## src/rtl/fp_mult_pipe_if.sv

```systemverilog
// Operand/result handshake bundle for fp_mult_pipe.
//   master : producer of operands / consumer of results (the datapath driving the multiplier)
//   slave  : the multiplier itself
// Signals:
//   in_valid, in_ready, in_a, in_b           operand channel
//   out_valid, out_ready, out_p              result channel
//   out_overflow, out_underflow              result flags, qualified by out_valid
interface fp_mult_pipe_if #(
  parameter int EXP_W = 5,
  parameter int MAN_W = 10
);
  localparam int W = 1 + EXP_W + MAN_W;

  logic         in_valid;
  logic         in_ready;
  logic [W-1:0] in_a;
  logic [W-1:0] in_b;
  logic         out_valid;
  logic         out_ready;
  logic [W-1:0] out_p;
  logic         out_overflow;
  logic         out_underflow;

  modport master (
    output in_valid, in_a, in_b, out_ready,
    input  in_ready, out_valid, out_p, out_overflow, out_underflow
  );

  modport slave (
    input  in_valid, in_a, in_b, out_ready,
    output in_ready, out_valid, out_p, out_overflow, out_underflow
  );
endinterface

```

## src/rtl/fp_mult_pipe.sv

```systemverilog
// Pipelined floating-point multiplier {sign,exp,man} with round-to-nearest-even,
// saturation on overflow/Inf/NaN and flush-to-zero on underflow/denormals.
// Operands accepted at edge N are presented on out_p after edge N+3; one
// product per clock when the consumer keeps out_ready high.
// Ports:
//   clk    in  clock, rising edge
//   rst_n  in  asynchronous active-low reset
//   bus    slave modport of fp_mult_pipe_if (operand and result handshakes)
// Pipeline:
//   s1  field decode, hidden bit, zero/special detect
//   s2  mantissa product, biased exponent sum
//   s3  normalise and round
//   out result select (zero / saturate / flush / normal) into output register
module fp_mult_pipe #(
  parameter int EXP_W = 5,
  parameter int MAN_W = 10,
  parameter int BIAS  = (1 << (EXP_W - 1)) - 1
) (
  input logic          clk,
  input logic          rst_n,
  fp_mult_pipe_if.slave bus
);
  localparam int W  = 1 + EXP_W + MAN_W;
  localparam int MW = MAN_W + 1;       // mantissa with hidden bit
  localparam int PW = 2 * MAN_W + 2;   // full product width
  localparam int EW = EXP_W + 2;       // signed exponent headroom

  localparam logic signed [EW-1:0] BIAS_S = EW'(BIAS);
  localparam logic signed [EW-1:0] E_MAX  = EW'((1 << EXP_W) - 1);
  localparam logic signed [EW-1:0] E_ZERO = '0;

  // Handshake: the whole pipe freezes while the output is blocked.
  logic stall;
  logic adv;
  logic out_valid_q;

  assign stall        = out_valid_q & ~bus.out_ready;
  assign adv          = ~stall;
  assign bus.in_ready = ~stall;

  // ---------------- stage 1: decode ----------------
  logic [EXP_W-1:0] ea_c, eb_c;
  logic [MW-1:0]    ma_c, mb_c;

  assign ea_c = bus.in_a[W-2 -: EXP_W];
  assign eb_c = bus.in_b[W-2 -: EXP_W];
  assign ma_c = {|ea_c, bus.in_a[MAN_W-1:0]};
  assign mb_c = {|eb_c, bus.in_b[MAN_W-1:0]};

  logic             s1_valid;
  logic             s1_sign, s1_zero, s1_spec;
  logic [EXP_W-1:0] s1_ea, s1_eb;
  logic [MW-1:0]    s1_ma, s1_mb;

  always_ff @(posedge clk or negedge rst_n) begin
    if (!rst_n) begin
      s1_valid <= 1'b0;
      s1_sign  <= 1'b0;
      s1_zero  <= 1'b0;
      s1_spec  <= 1'b0;
      s1_ea    <= '0;
      s1_eb    <= '0;
      s1_ma    <= '0;
      s1_mb    <= '0;
    end else if (adv) begin
      s1_valid <= bus.in_valid;
      if (bus.in_valid) begin
        s1_sign <= bus.in_a[W-1] ^ bus.in_b[W-1];
        s1_zero <= (ea_c == '0) | (eb_c == '0);
        s1_spec <= (&ea_c) | (&eb_c);
        s1_ea   <= ea_c;
        s1_eb   <= eb_c;
        s1_ma   <= ma_c;
        s1_mb   <= mb_c;
      end
    end
  end

  // ---------------- stage 2: multiply ----------------
  logic [PW-1:0]        prod_c;
  logic signed [EW-1:0] exp_sum_c;

  assign prod_c    = PW'(s1_ma) * PW'(s1_mb);
  assign exp_sum_c = $signed({2'b00, s1_ea}) + $signed({2'b00, s1_eb}) - BIAS_S;

  logic                 s2_valid;
  logic                 s2_sign, s2_zero, s2_spec;
  logic [PW-1:0]        s2_prod;
  logic signed [EW-1:0] s2_exp;

  always_ff @(posedge clk or negedge rst_n) begin
    if (!rst_n) begin
      s2_valid <= 1'b0;
      s2_sign  <= 1'b0;
      s2_zero  <= 1'b0;
      s2_spec  <= 1'b0;
      s2_prod  <= '0;
      s2_exp   <= '0;
    end else if (adv) begin
      s2_valid <= s1_valid;
      if (s1_valid) begin
        s2_sign <= s1_sign;
        s2_zero <= s1_zero;
        s2_spec <= s1_spec;
        s2_prod <= prod_c;
        s2_exp  <= exp_sum_c;
      end
    end
  end

  // ---------------- stage 3: normalise + round ----------------
  // The product of two [1,2) mantissas lies in [1,4); the MSB tells which.
  logic                 norm_c;
  logic [MAN_W-1:0]     man_pre_c;
  logic                 guard_c, sticky_c, rnd_c, carry_c;
  logic [MAN_W:0]       man_sum_c;
  logic [1:0]           e_inc_c;
  logic signed [EW-1:0] e_f_c;

  assign norm_c    = s2_prod[PW-1];
  assign man_pre_c = norm_c ? s2_prod[PW-2 -: MAN_W] : s2_prod[PW-3 -: MAN_W];
  assign guard_c   = norm_c ? s2_prod[PW-2-MAN_W] : s2_prod[PW-3-MAN_W];
  assign sticky_c  = norm_c ? |s2_prod[PW-3-MAN_W:0] : |s2_prod[PW-4-MAN_W:0];
  assign rnd_c     = guard_c & (sticky_c | man_pre_c[0]);
  assign man_sum_c = {1'b0, man_pre_c} + {{MAN_W{1'b0}}, rnd_c};
  // On carry-out the low bits are already zero, i.e. mantissa 1.000 at exp+1.
  assign carry_c   = man_sum_c[MAN_W];
  assign e_inc_c   = {1'b0, norm_c} + {1'b0, carry_c};
  assign e_f_c     = s2_exp + $signed({{(EW-2){1'b0}}, e_inc_c});

  logic                 s3_valid;
  logic                 s3_sign, s3_zero, s3_spec;
  logic [MAN_W-1:0]     s3_man;
  logic signed [EW-1:0] s3_exp;

  always_ff @(posedge clk or negedge rst_n) begin
    if (!rst_n) begin
      s3_valid <= 1'b0;
      s3_sign  <= 1'b0;
      s3_zero  <= 1'b0;
      s3_spec  <= 1'b0;
      s3_man   <= '0;
      s3_exp   <= '0;
    end else if (adv) begin
      s3_valid <= s2_valid;
      if (s2_valid) begin
        s3_sign <= s2_sign;
        s3_zero <= s2_zero;
        s3_spec <= s2_spec;
        s3_man  <= man_sum_c[MAN_W-1:0];
        s3_exp  <= e_f_c;
      end
    end
  end

  // ---------------- output select ----------------
  // Zero wins only over finite operands; any Inf/NaN operand saturates.
  logic [W-1:0] p_c;
  logic         ovf_c, unf_c;

  always_comb begin
    p_c   = '0;
    ovf_c = 1'b0;
    unf_c = 1'b0;
    if (s3_zero && !s3_spec) begin
      p_c = {s3_sign, {(W-1){1'b0}}};
    end else if (s3_spec || (s3_exp >= E_MAX)) begin
      p_c   = {s3_sign, {(EXP_W-1){1'b1}}, 1'b0, {MAN_W{1'b1}}};
      ovf_c = 1'b1;
    end else if (s3_exp <= E_ZERO) begin
      p_c   = {s3_sign, {(W-1){1'b0}}};
      unf_c = 1'b1;
    end else begin
      p_c = {s3_sign, s3_exp[EXP_W-1:0], s3_man};
    end
  end

  logic [W-1:0] out_p_q;
  logic         out_ovf_q, out_unf_q;

  always_ff @(posedge clk or negedge rst_n) begin
    if (!rst_n) begin
      out_valid_q <= 1'b0;
      out_p_q     <= '0;
      out_ovf_q   <= 1'b0;
      out_unf_q   <= 1'b0;
    end else if (adv) begin
      out_valid_q <= s3_valid;
      if (s3_valid) begin
        out_p_q   <= p_c;
        out_ovf_q <= ovf_c;
        out_unf_q <= unf_c;
      end
    end
  end

  assign bus.out_valid     = out_valid_q;
  assign bus.out_p         = out_p_q;
  assign bus.out_overflow  = out_ovf_q;
  assign bus.out_underflow = out_unf_q;
endmodule

```

## src/flat_wrapper.sv

```systemverilog
// flat-port wrapper written by rule: the top's interface ports become plain ports
module fp_mult_pipe_flat 
#(
  parameter int EXP_W = 5,
  parameter int MAN_W = 10,
  parameter int BIAS  = (1 << (EXP_W - 1)) - 1
)
  (clk, rst_n, bus_in_valid, bus_in_a, bus_in_b, bus_out_ready, bus_in_ready, bus_out_valid, bus_out_p, bus_out_overflow, bus_out_underflow);
  fp_mult_pipe_if #(.EXP_W(EXP_W), .MAN_W(MAN_W)) bus_i ();
  input logic clk;
  input logic rst_n;
  input wire logic [$bits(bus_i.in_valid)-1:0] bus_in_valid;
  input wire logic [$bits(bus_i.in_a)-1:0] bus_in_a;
  input wire logic [$bits(bus_i.in_b)-1:0] bus_in_b;
  input wire logic [$bits(bus_i.out_ready)-1:0] bus_out_ready;
  output wire logic [$bits(bus_i.in_ready)-1:0] bus_in_ready;
  output wire logic [$bits(bus_i.out_valid)-1:0] bus_out_valid;
  output wire logic [$bits(bus_i.out_p)-1:0] bus_out_p;
  output wire logic [$bits(bus_i.out_overflow)-1:0] bus_out_overflow;
  output wire logic [$bits(bus_i.out_underflow)-1:0] bus_out_underflow;
  assign bus_i.in_valid = bus_in_valid;
  assign bus_i.in_a = bus_in_a;
  assign bus_i.in_b = bus_in_b;
  assign bus_i.out_ready = bus_out_ready;
  assign bus_in_ready = bus_i.in_ready;
  assign bus_out_valid = bus_i.out_valid;
  assign bus_out_p = bus_i.out_p;
  assign bus_out_overflow = bus_i.out_overflow;
  assign bus_out_underflow = bus_i.out_underflow;
  fp_mult_pipe #(.EXP_W(EXP_W), .MAN_W(MAN_W), .BIAS(BIAS)) u_core (.clk(clk), .rst_n(rst_n), .bus(bus_i));
endmodule
```

## config.mk

```make
export PLATFORM = sky130hd
export DESIGN_NAME = fp_mult_pipe_flat
export DESIGN_NICKNAME = d
export VERILOG_FILES = /design/src/rtl/fp_mult_pipe_if.sv /design/src/rtl/fp_mult_pipe.sv /design/src/flat_wrapper.sv
export SDC_FILE = /design/constraint.sdc
export NUM_CORES = 1
export LEC_CHECK = 0
export ABC_AREA = 1
export CAP_MARGIN = 0
export CORE_MARGIN = 2
export CORE_UTILIZATION = 51
export DETAILED_ROUTE_END_ITERATION = 10
export PLACE_DENSITY_LB_ADDON = 0.05
export REMOVE_ABC_BUFFERS = 1
export SYNTH_ARGS = -nofsm -noshare
export SYNTH_HDL_FRONTEND = slang
export SYNTH_SLANG_ARGS = --single-unit
```

## constraint.sdc

```tcl
create_clock -name clk -period 8.1 [get_ports clk]
set_clock_uncertainty 0.15 [all_clocks]
set_input_delay 2.025 -clock clk [delete_from_list [all_inputs] [get_ports clk]]
set_output_delay 2.025 -clock clk [all_outputs]
set_load 0.05 [all_outputs]
```

==> results.json, run 1 <==
{
  "status": "finished, final reports clean",
  "ant_nets": 0,
  "hpwl_mm": 14.6,
  "firstDrtPassIters": 4,
  "synth_commonest_cells": "nand2_1, inv_1, dfrtp_1",
  "crit_path_max_incr_delay_ns": 0.83,
  "worst_pin_slew_ns": 1.22,
  "clkTransAtPathRegs_ns": 0.08,
  "cp.required_ns": 5.93,
  "yosysSeqAreaShare": 0.293,
  "finalSetupViolations": 0,
  "drive_gt1_frac": 0.0378,
  "n_antenna_cell": 0,
  "first_iter_violations": 358,
  "routedWlPerCell_microns": 12.9,
  "via_per_inst": 4.90,
  "place_ws_ns": 2.39,
  "coreArea_sq_mm": 0.0180,
  "routed_wl_mm": 19.1,
  "end_kind": "output port",
  "dr_wl_met3_microns": 641,
  "min_path_cells": 2,
  "cts.htree.levels": 3,
  "die_y_microns": 139,
  "initial_utilization": 0.518,
  "grt_pass1_vias": 7284,
  "area_growth_pct": 10.4,
  "syn-cell-area_sq_mm": 0.00931,
  "hold_path_class": "reg -> reg",
  "worst_slack_ns": 2.39,
  "slowest_stage": "clkdlybuf4s50_1",
  "cts_root_buffer": "clkbuf_16",
  "cts_num_sinks": 109,
  "reg2regPathDepth": 16,
  "ys_ff_latch": 109,
  "postCtsHoldBufs": 0,
  "synthDistinctLibCells": 40,
  "top_layer": "met4",
  "wl_met2_mm": 8.63,
  "drv_slew": 0,
  "yosys.area.top_type_share": 0.293,
  "cts_setup_buffers": 0,
  "nets": 1428,
  "async_flop_share": 1.00,
  "max-cap-violations": 0,
  "fmax_mhz": 175,
  "port_buffers": 55,
  "synth_edf_count": 0,
  "post-synth-top-count-cell": "nand2_1",
  "yosysWarningCount": 0,
  "clk_latency_ns": 0.35,
  "cts_buffers": 9,
  "synth_top_cell_by_area": "dfrtp_1",
  "rows": 49,
  "track_usage": 0.215,
  "chipWidth_microns": 139,
  "rsz0062_at_grt": "false",
  "grt_antenna_before_repair": 0,
  "fill_cells": 1719,
  "worstPathCellList": "clkdlybuf4s50_1, nor2_2, inv_1, clkdlybuf4s50_1",
  "clock_path_buffers": 2,
  "path_class": "in -> out",
  "overflow": 0,
  "dieArea_sq_mm": 0.0194,
  "syn_inst": 1213,
  "cts_resized": 0,
  "worstSetupStartpointType": "primary input",
  "grt_pass1_wl_mm": 34.3,
  "drt-met1-wl_mm": 9.59,
  "setup_tns_ns": 0,
  "drcViolationCount": 0,
  "crit_path_frequent_cell": "clkdlybuf4s50_1",
  "max-slew-margin-rel": 0.188,
  "tritoncts": "yes",
  "synth_area_leaders": "dfrtp_1, nand2_1, fa_1",
  "fin_crit_sh": 0.705,
  "worstPathMaxFanout": 6,
  "hold_violations": 0,
  "cp.arrival_ns": 3.53,
  "period_minus_slack_ns": 5.71,
  "io_pins": 56,
  "gp_congestion": 0.825,
  "syn_avg_cell_area_sq_um": 7.68,
  "ys.flop_type": "dfrtp_1",
  "grt_start_max_net_pins": 60,
  "vias": 7219
}
cells by family (layout without fill, tap and decap cells):
family	after synthesis	after routing	share of synthesized area
simple gates	558	558	0.244
flops	109	109	0.293
xor+xnor	17	17	0.0160
fa+ha+maj	152	152	0.270
mux	1	1	0.00121
compound gates	93	93	0.0574
buf+inv	283	315	0.118
flip-flops by register name (all words and copies together) (netlist names), 5 cells and up:
name,count
u_core.bus.out_p,16
u_core.s1_ea,5
u_core.s1_eb,5
u_core.s1_ma,11
u_core.s1_mb,11
u_core.s2_exp,7
u_core.s2_prod,22
u_core.s3_exp,7
u_core.s3_man,10
worst max-delay path: cells and delay by family:
| kind | cells | cell delay [ns] |
|---|---|---|
| simple gates | 1 | 0.07 |
| buf+inv | 3 | 1.44 |
cells in the final DEF, fill, tap and decap left out, types with 7 or more instances in the layout:
cell type / netlist / routed
clkbuf_16: 0 / 9
nand2_1: 442 / 442
nor2_1: 32 / 32
ha_1: 70 / 70
nand3_1: 47 / 47
o21ai_0: 43 / 43
xor2_1: 8 / 8
xnor2_1: 9 / 9
clkdlybuf4s50_1: 0 / 54
dfrtp_1: 109 / 109
fa_1: 82 / 82
inv_1: 237 / 237
a21oi_1: 23 / 23
nand3b_1: 7 / 7
metrics by stage:
step / utilization / area (sq um) / hold WS (ns) / instances
floorplan: - / 9120 / 0.282 / 1171
CTS: 0.572 / 10300 / 0.326 / 1474
finish: 0.572 / 10300 / 0.319 / 1474
detailed placement: 0.555 / 9970 / 0.306 / 1458
global route: 0.572 / 10300 / 0.355 / 1474
global placement: 0.555 / 9970 / 0.307 / 1458
final timing paths:
| check | start | slack, ns | endpoint |
|---|---|---|---|
| max | bus_out_ready | 2.39 | bus_in_ready |
| min | u_core.s2_sign$_DFFE_PN0P_ | 0.32 | u_core.s3_sign$_DFFE_PN0P_ |
| max reg2reg | u_core.s1_ma[8]$_DFFE_PN0P_ | 3.02 | u_core.s2_prod[13]$_DFFE_PN0P_ |
| min reg2reg | u_core.s2_sign$_DFFE_PN0P_ | 0.32 | u_core.s3_sign$_DFFE_PN0P_ |
| max in group asynchronous | rst_n | 5.05 | u_core.s1_mb[8]$_DFFE_PN0P_ |
| min in group asynchronous | rst_n | 1.60 | u_core.s2_prod[4]$_DFFE_PN0P_ |
per-layer routing:
layer  global-route usage  vias up
met4               0.0494        0
met1                0.305     3387
li1                     -     3700
met3               0.0287       14
met5                    0        -
met2                0.354      118
area by class of cell:
| cell class | count | area, sq um | area share |
|---|---|---|---|
| flip-flops and latches | 109 | 2730 | 0.265 |
| repair buffers | 58 | 571 | 0.0555 |
| well taps | 229 | 287 | 0.0279 |
| inverters | 241 | 907 | 0.0883 |
| clock inverters | 6 | 63.8 | 0.00621 |
| clock buffers | 10 | 239 | 0.0233 |
| multi-input cells | 821 | 5480 | 0.533 |
Power of run 1 is not shown: default switching activity piles up to over one toggle a cycle in this logic, so the estimate is an artifact.
==> inputs of run 2 (changes only) <==
Clock period 8.1 ns to 4.9 ns, I/O delays scaled along.
==> results.json, run 2 (synthesis results as in run 1) <==
{
  "postCtsHoldBufs": 0,
  "rows": 49,
  "fill_cells": 1706,
  "max-slew-margin-rel": 0.259,
  "track_usage": 0.215,
  "min_path_cells": 2,
  "period_minus_slack_ns": 4.66,
  "drcViolationCount": 0,
  "fin_crit_sh": 0.952,
  "largest_register_ffs": 22,
  "finalSetupViolations": 0,
  "cp.arrival_ns": 4.74,
  "routed_wl_mm": 19.5,
  "die_y_microns": 139,
  "drv_slew": 0,
  "io_pins": 56,
  "vias": 7381,
  "worst_pin_slew_ns": 1.11,
  "grt_pass1_wl_mm": 34.2,
  "hpwl_mm": 15.2,
  "startpoint": "u_core.s1_ma[5]$_DFFE_PN0P_",
  "reg2regPathDepth": 16,
  "dp.cells": 1478,
  "n_antenna_cell": 0,
  "port_buffers": 55,
  "cts.htree.levels": 3,
  "tritoncts": "yes",
  "gr-usage-met1": 0.322,
  "drive_gt1_frac": 0.0955,
  "worstSetupStartpointType": "register",
  "cts_root_buffer": "clkbuf_16",
  "final_util": 0.599,
  "fmax_mhz": 214,
  "clkTransAtPathRegs_ns": 0.08,
  "end_kind": "register",
  "grt_pass1_vias": 7193,
  "clk_latency_ns": 0.36,
  "holdPathEnd": "u_core.s2_prod[20]$_DFFE_PN0P_",
  "fin_cells": 1507,
  "gp_congestion": 0.890,
  "path_class": "reg -> reg",
  "reg2reg_to": "u_core.s2_prod[12]$_DFFE_PN0P_",
  "cts_buffers": 9,
  "initial_utilization": 0.518,
  "nets": 1461,
  "area_growth_pct": 15.5,
  "grt.busiest_layer": "met2",
  "firstDrtPassIters": 4,
  "cp.required_ns": 4.98,
  "coreArea_sq_mm": 0.0180,
  "status": "finished, final reports clean",
  "place_area_sq_mm": 0.0101,
  "layout_common_cells": "nand2_1, inv_1, dfrtp_1",
  "chipWidth_microns": 139,
  "hold_violations": 0,
  "slowest_stage": "fa_1",
  "clock_path_buffers": 2,
  "cts_num_sinks": 109,
  "final_common_cell": "nand2_1",
  "worstPathMaxFanout": 6,
  "grt_antenna_before_repair": 0,
  "overflow": 0,
  "via_per_inst": 4.90,
  "routedWlPerCell_microns": 13.0,
  "grtUsageMet2": 0.333,
  "hold_path_class": "reg -> reg",
  "grt_start_max_net_pins": 81,
  "regMostFlops": "u_core.s2_prod",
  "r2r_start": "u_core.s1_ma[5]$_DFFE_PN0P_",
  "worstPathCellList": "buf_4, nand2_1, fa_1, inv_1, fa_1, fa_1, fa_1, fa_1, ha_4, nand2_1, inv_1, a21oi_1, nand3_2, buf_4, xnor2_1, o21ai_1",
  "max-cap-violations": 0,
  "crit_path_frequent_cell": "fa_1",
  "crit_path_max_incr_delay_ns": 0.61,
  "design_area_sq_mm": 0.0108,
  "dieArea_sq_mm": 0.0194,
  "first_iter_violations": 354,
  "ant_nets": 0,
  "grtUsageMet3": 0.0252,
  "holdWs_ns": 0.320,
  "r2r_slack_ns": 0.24,
  "min_from": "u_core.s2_prod[20]$_DFFE_PN0P_"
}
## run 2: cell types whose count changed in the layout (fill, tap and decap cells not counted), moves of 9 or more
cell | before | now
ha_1 | 70 | 60
dfrtp_1 | 109 | 93
ha_4 | 0 | 9
buf_4 | 4 | 36
dfrtp_2 | 0 | 16
## run 2: metal layers
layer / up-vias / share of wire
met5: - / 0
met4: 0 / 0.015
met3: 16 / 0.036
met2: 133 / 0.44
met1: 3455 / 0.51
li1: 3777 / -
## run 2: worst max path at each step
stage                                                 to  cells past startpoint  slack, ns
after floorplan           u_core.s2_prod[17]$_DFFE_PN0P_                     19       0.30
after global placement    u_core.s2_prod[20]$_DFFE_PN0P_                     19       0.04
after detailed placement  u_core.s2_prod[21]$_DFFE_PN0P_                     19      -0.02
after CTS                 u_core.s2_prod[21]$_DFFE_PN0P_                     19       0.03
after global routing      u_core.s2_prod[20]$_DFFE_PN0P_                     22      -0.02
final                     u_core.s2_prod[12]$_DFFE_PN0P_                     16       0.24
## run 2: layout make-up
cell class	instances	area, sq um	share of cell area
clock buffer	9	225	0.0209
sequential	109	2750	0.256
tap	229	287	0.0266
clock inverter	7	103	0.00954
inverter	241	907	0.0844
multi-input combinational	821	5650	0.526
timing repair buffer	91	831	0.0773
## run 2: repair_timing
item | 4_1_cts | 5_1_grt
setup endpoints to repair | 4 | 13
pin swaps | 0 | 11
resized for setup | 2 | 44
buffers inserted | 0 | 13
## run 2: stage by stage
stage / setup WS, ns / setup TNS [ns]
2_1_floorplan: 0.298 / 0
3_3_place_gp: 0.0419 / 0
3_5_place_dp: -0.0153 / -0.0153
4_1_cts: 0.0259 / 0
5_1_grt: -0.0161 / -0.0242
6_report: 0.237 / 0
## run 2: worst max-delay path, delay by kind of cell, from the launching register on
family                   cells  cell delay [ns]
XOR/XNOR                     1             0.15
AND/OR/NAND/NOR              3             0.28
AO/OA/AOI/OAI                2             0.23
buffers and inverters        4             0.40
flip-flops                   1             0.44
adder cells (fa/ha/maj)      6             2.89
Power of run 2 is left out for the same reason.
==> inputs of run 3 (changes only) <==
Clock period 4.9 ns to 5.6 ns, I/O delays scaled along.
==> results.json, run 3 (synthesis results as in run 1) <==
{
  "cts_root_buffer": "clkbuf_16",
  "regMostFlops": "u_core.s2_prod",
  "end_kind": "register",
  "cts_setup_buffers": 0,
  "slowest_stage": "dfrtp_1",
  "place_ws_ns": 0.622,
  "dieArea_sq_mm": 0.0194,
  "chipWidth_microns": 139,
  "worstPathMaxFanout": 12,
  "worstPathCellList": "nand2_1, fa_1, fa_1, inv_1, fa_1, fa_1, inv_1, fa_1, inv_1, ha_1, nand2_1, nor2_1, nand3_1, nand3_1, nand2_1, nand2_1, nand2_1, nand3_1, nand2_1",
  "hold_path_class": "reg -> reg",
  "postCtsHoldBufs": 0,
  "drcViolationCount": 0,
  "area_growth_pct": 10.7,
  "status": "finished, final reports clean",
  "ant_nets": 0,
  "grt_pass1_wl_mm": 35.4,
  "firstDrtPassIters": 5,
  "cts_buffers": 9,
  "clock_path_buffers": 2,
  "worst_slack_ns": 0.607,
  "port_buffers": 55,
  "n_antenna_cell": 0,
  "clkTransAtPathRegs_ns": 0.08,
  "rows": 49,
  "holdWs_ns": 0.323,
  "nets": 1434,
  "first_iter_violations": 377,
  "crit_path_frequent_cell": "nand2_1",
  "clk_latency_ns": 0.37,
  "worstSetupStartpointType": "register",
  "die_y_microns": 139,
  "worst_pin_slew_ns": 1.03,
  "io_pins": 56,
  "tritoncts": "yes",
  "initial_utilization": 0.518,
  "setup_tns_ns": 0,
  "vias": 7233,
  "fin_crit_sh": 0.892,
  "finalSetupViolations": 0,
  "gp_congestion": 0.896,
  "hpwl_mm": 15.2,
  "coreArea_sq_mm": 0.0180,
  "grt_start_max_net_pins": 60,
  "overflow": 0,
  "hold_violations": 0,
  "cts.htree.levels": 3,
  "design_area_sq_mm": 0.0103,
  "cp.required_ns": 5.71,
  "final_common_cell": "nand2_1",
  "cts_resized": 0,
  "track_usage": 0.223,
  "routed_wl_mm": 19.7,
  "place_area_sq_mm": 0.0100,
  "rsz0062_at_grt": "false",
  "grt_antenna_before_repair": 0,
  "min_path_cells": 2,
  "max-slew-margin-rel": 0.310,
  "fmax_mhz": 200,
  "reg2regPathDepth": 19,
  "layout_common_cells": "nand2_1, inv_1, dfrtp_1",
  "via_per_inst": 4.89,
  "period_minus_slack_ns": 4.99,
  "cp.arrival_ns": 5.10,
  "drv_slew": 0,
  "crit_path_max_incr_delay_ns": 0.63,
  "grt_pass1_vias": 7298,
  "routedWlPerCell_microns": 13.3,
  "drive_gt1_frac": 0.0424,
  "largest_register_ffs": 22,
  "path_class": "reg -> reg",
  "max-cap-violations": 0,
  "cts_num_sinks": 109
}
==> run 3: area by class of cell <==
cell class	count	area [sq um]
Timing Repair Buffer	64	616
Clock inverter	7	61.3
Tap cell	229	287
Inverter	241	907
Clock buffer	9	225
Fill cell	1693	7660
Sequential cell	109	2730
Multi-Input combinational cell	821	5480
==> run 3: path summary, 6_finish.rpt <==
| check | startpoint | endpoint | slack, ns |
|---|---|---|---|
| max in group asynchronous | rst_n | u_core.s2_exp[0]$_DFFE_PN0P_ | 3.48 |
| worst max register to register | u_core.s1_ma[0]$_DFFE_PN0P_ | u_core.s2_prod[17]$_DFFE_PN0P_ | 0.61 |
| worst min register to register | u_core.s2_prod[3]$_DFFE_PN0P_ | u_core.s2_prod[3]$_DFFE_PN0P_ | 0.32 |
| worst max-delay path | u_core.s1_ma[0]$_DFFE_PN0P_ | u_core.s2_prod[17]$_DFFE_PN0P_ | 0.61 |
| min in group asynchronous | rst_n | u_core.s1_mb[0]$_DFFE_PN0P_ | 0.96 |
| worst min-delay path | u_core.s2_prod[3]$_DFFE_PN0P_ | u_core.s2_prod[3]$_DFFE_PN0P_ | 0.32 |
==> run 3: critical path: cells and delay by family (launching register included) <==
family / cells / cell delay, ns
flip-flops: 1 / 0.63
buffers and inverters: 3 / 0.14
AND/OR/NAND/NOR: 10 / 0.98
adder cells (fa/ha/maj): 6 / 2.98
==> run 3: metal layers <==
layer | up-vias | share of wire | GRT usage
met1 | 3377 | 0.52 | 0.336
met5 | - | 0 | 0
met3 | 20 | 0.038 | 0.0390
met4 | 0 | 0.014 | 0.0478
met2 | 120 | 0.43 | 0.341
li1 | 3716 | - | -
==> run 3: stage by stage <==
stage               instances  utilization
finish                   1480        0.574
global route             1480        0.574
CTS                      1480        0.574
detailed placement       1464        0.558
global placement         1464        0.558
floorplan                1171            -
Power of run 3 is left out for the same reason.
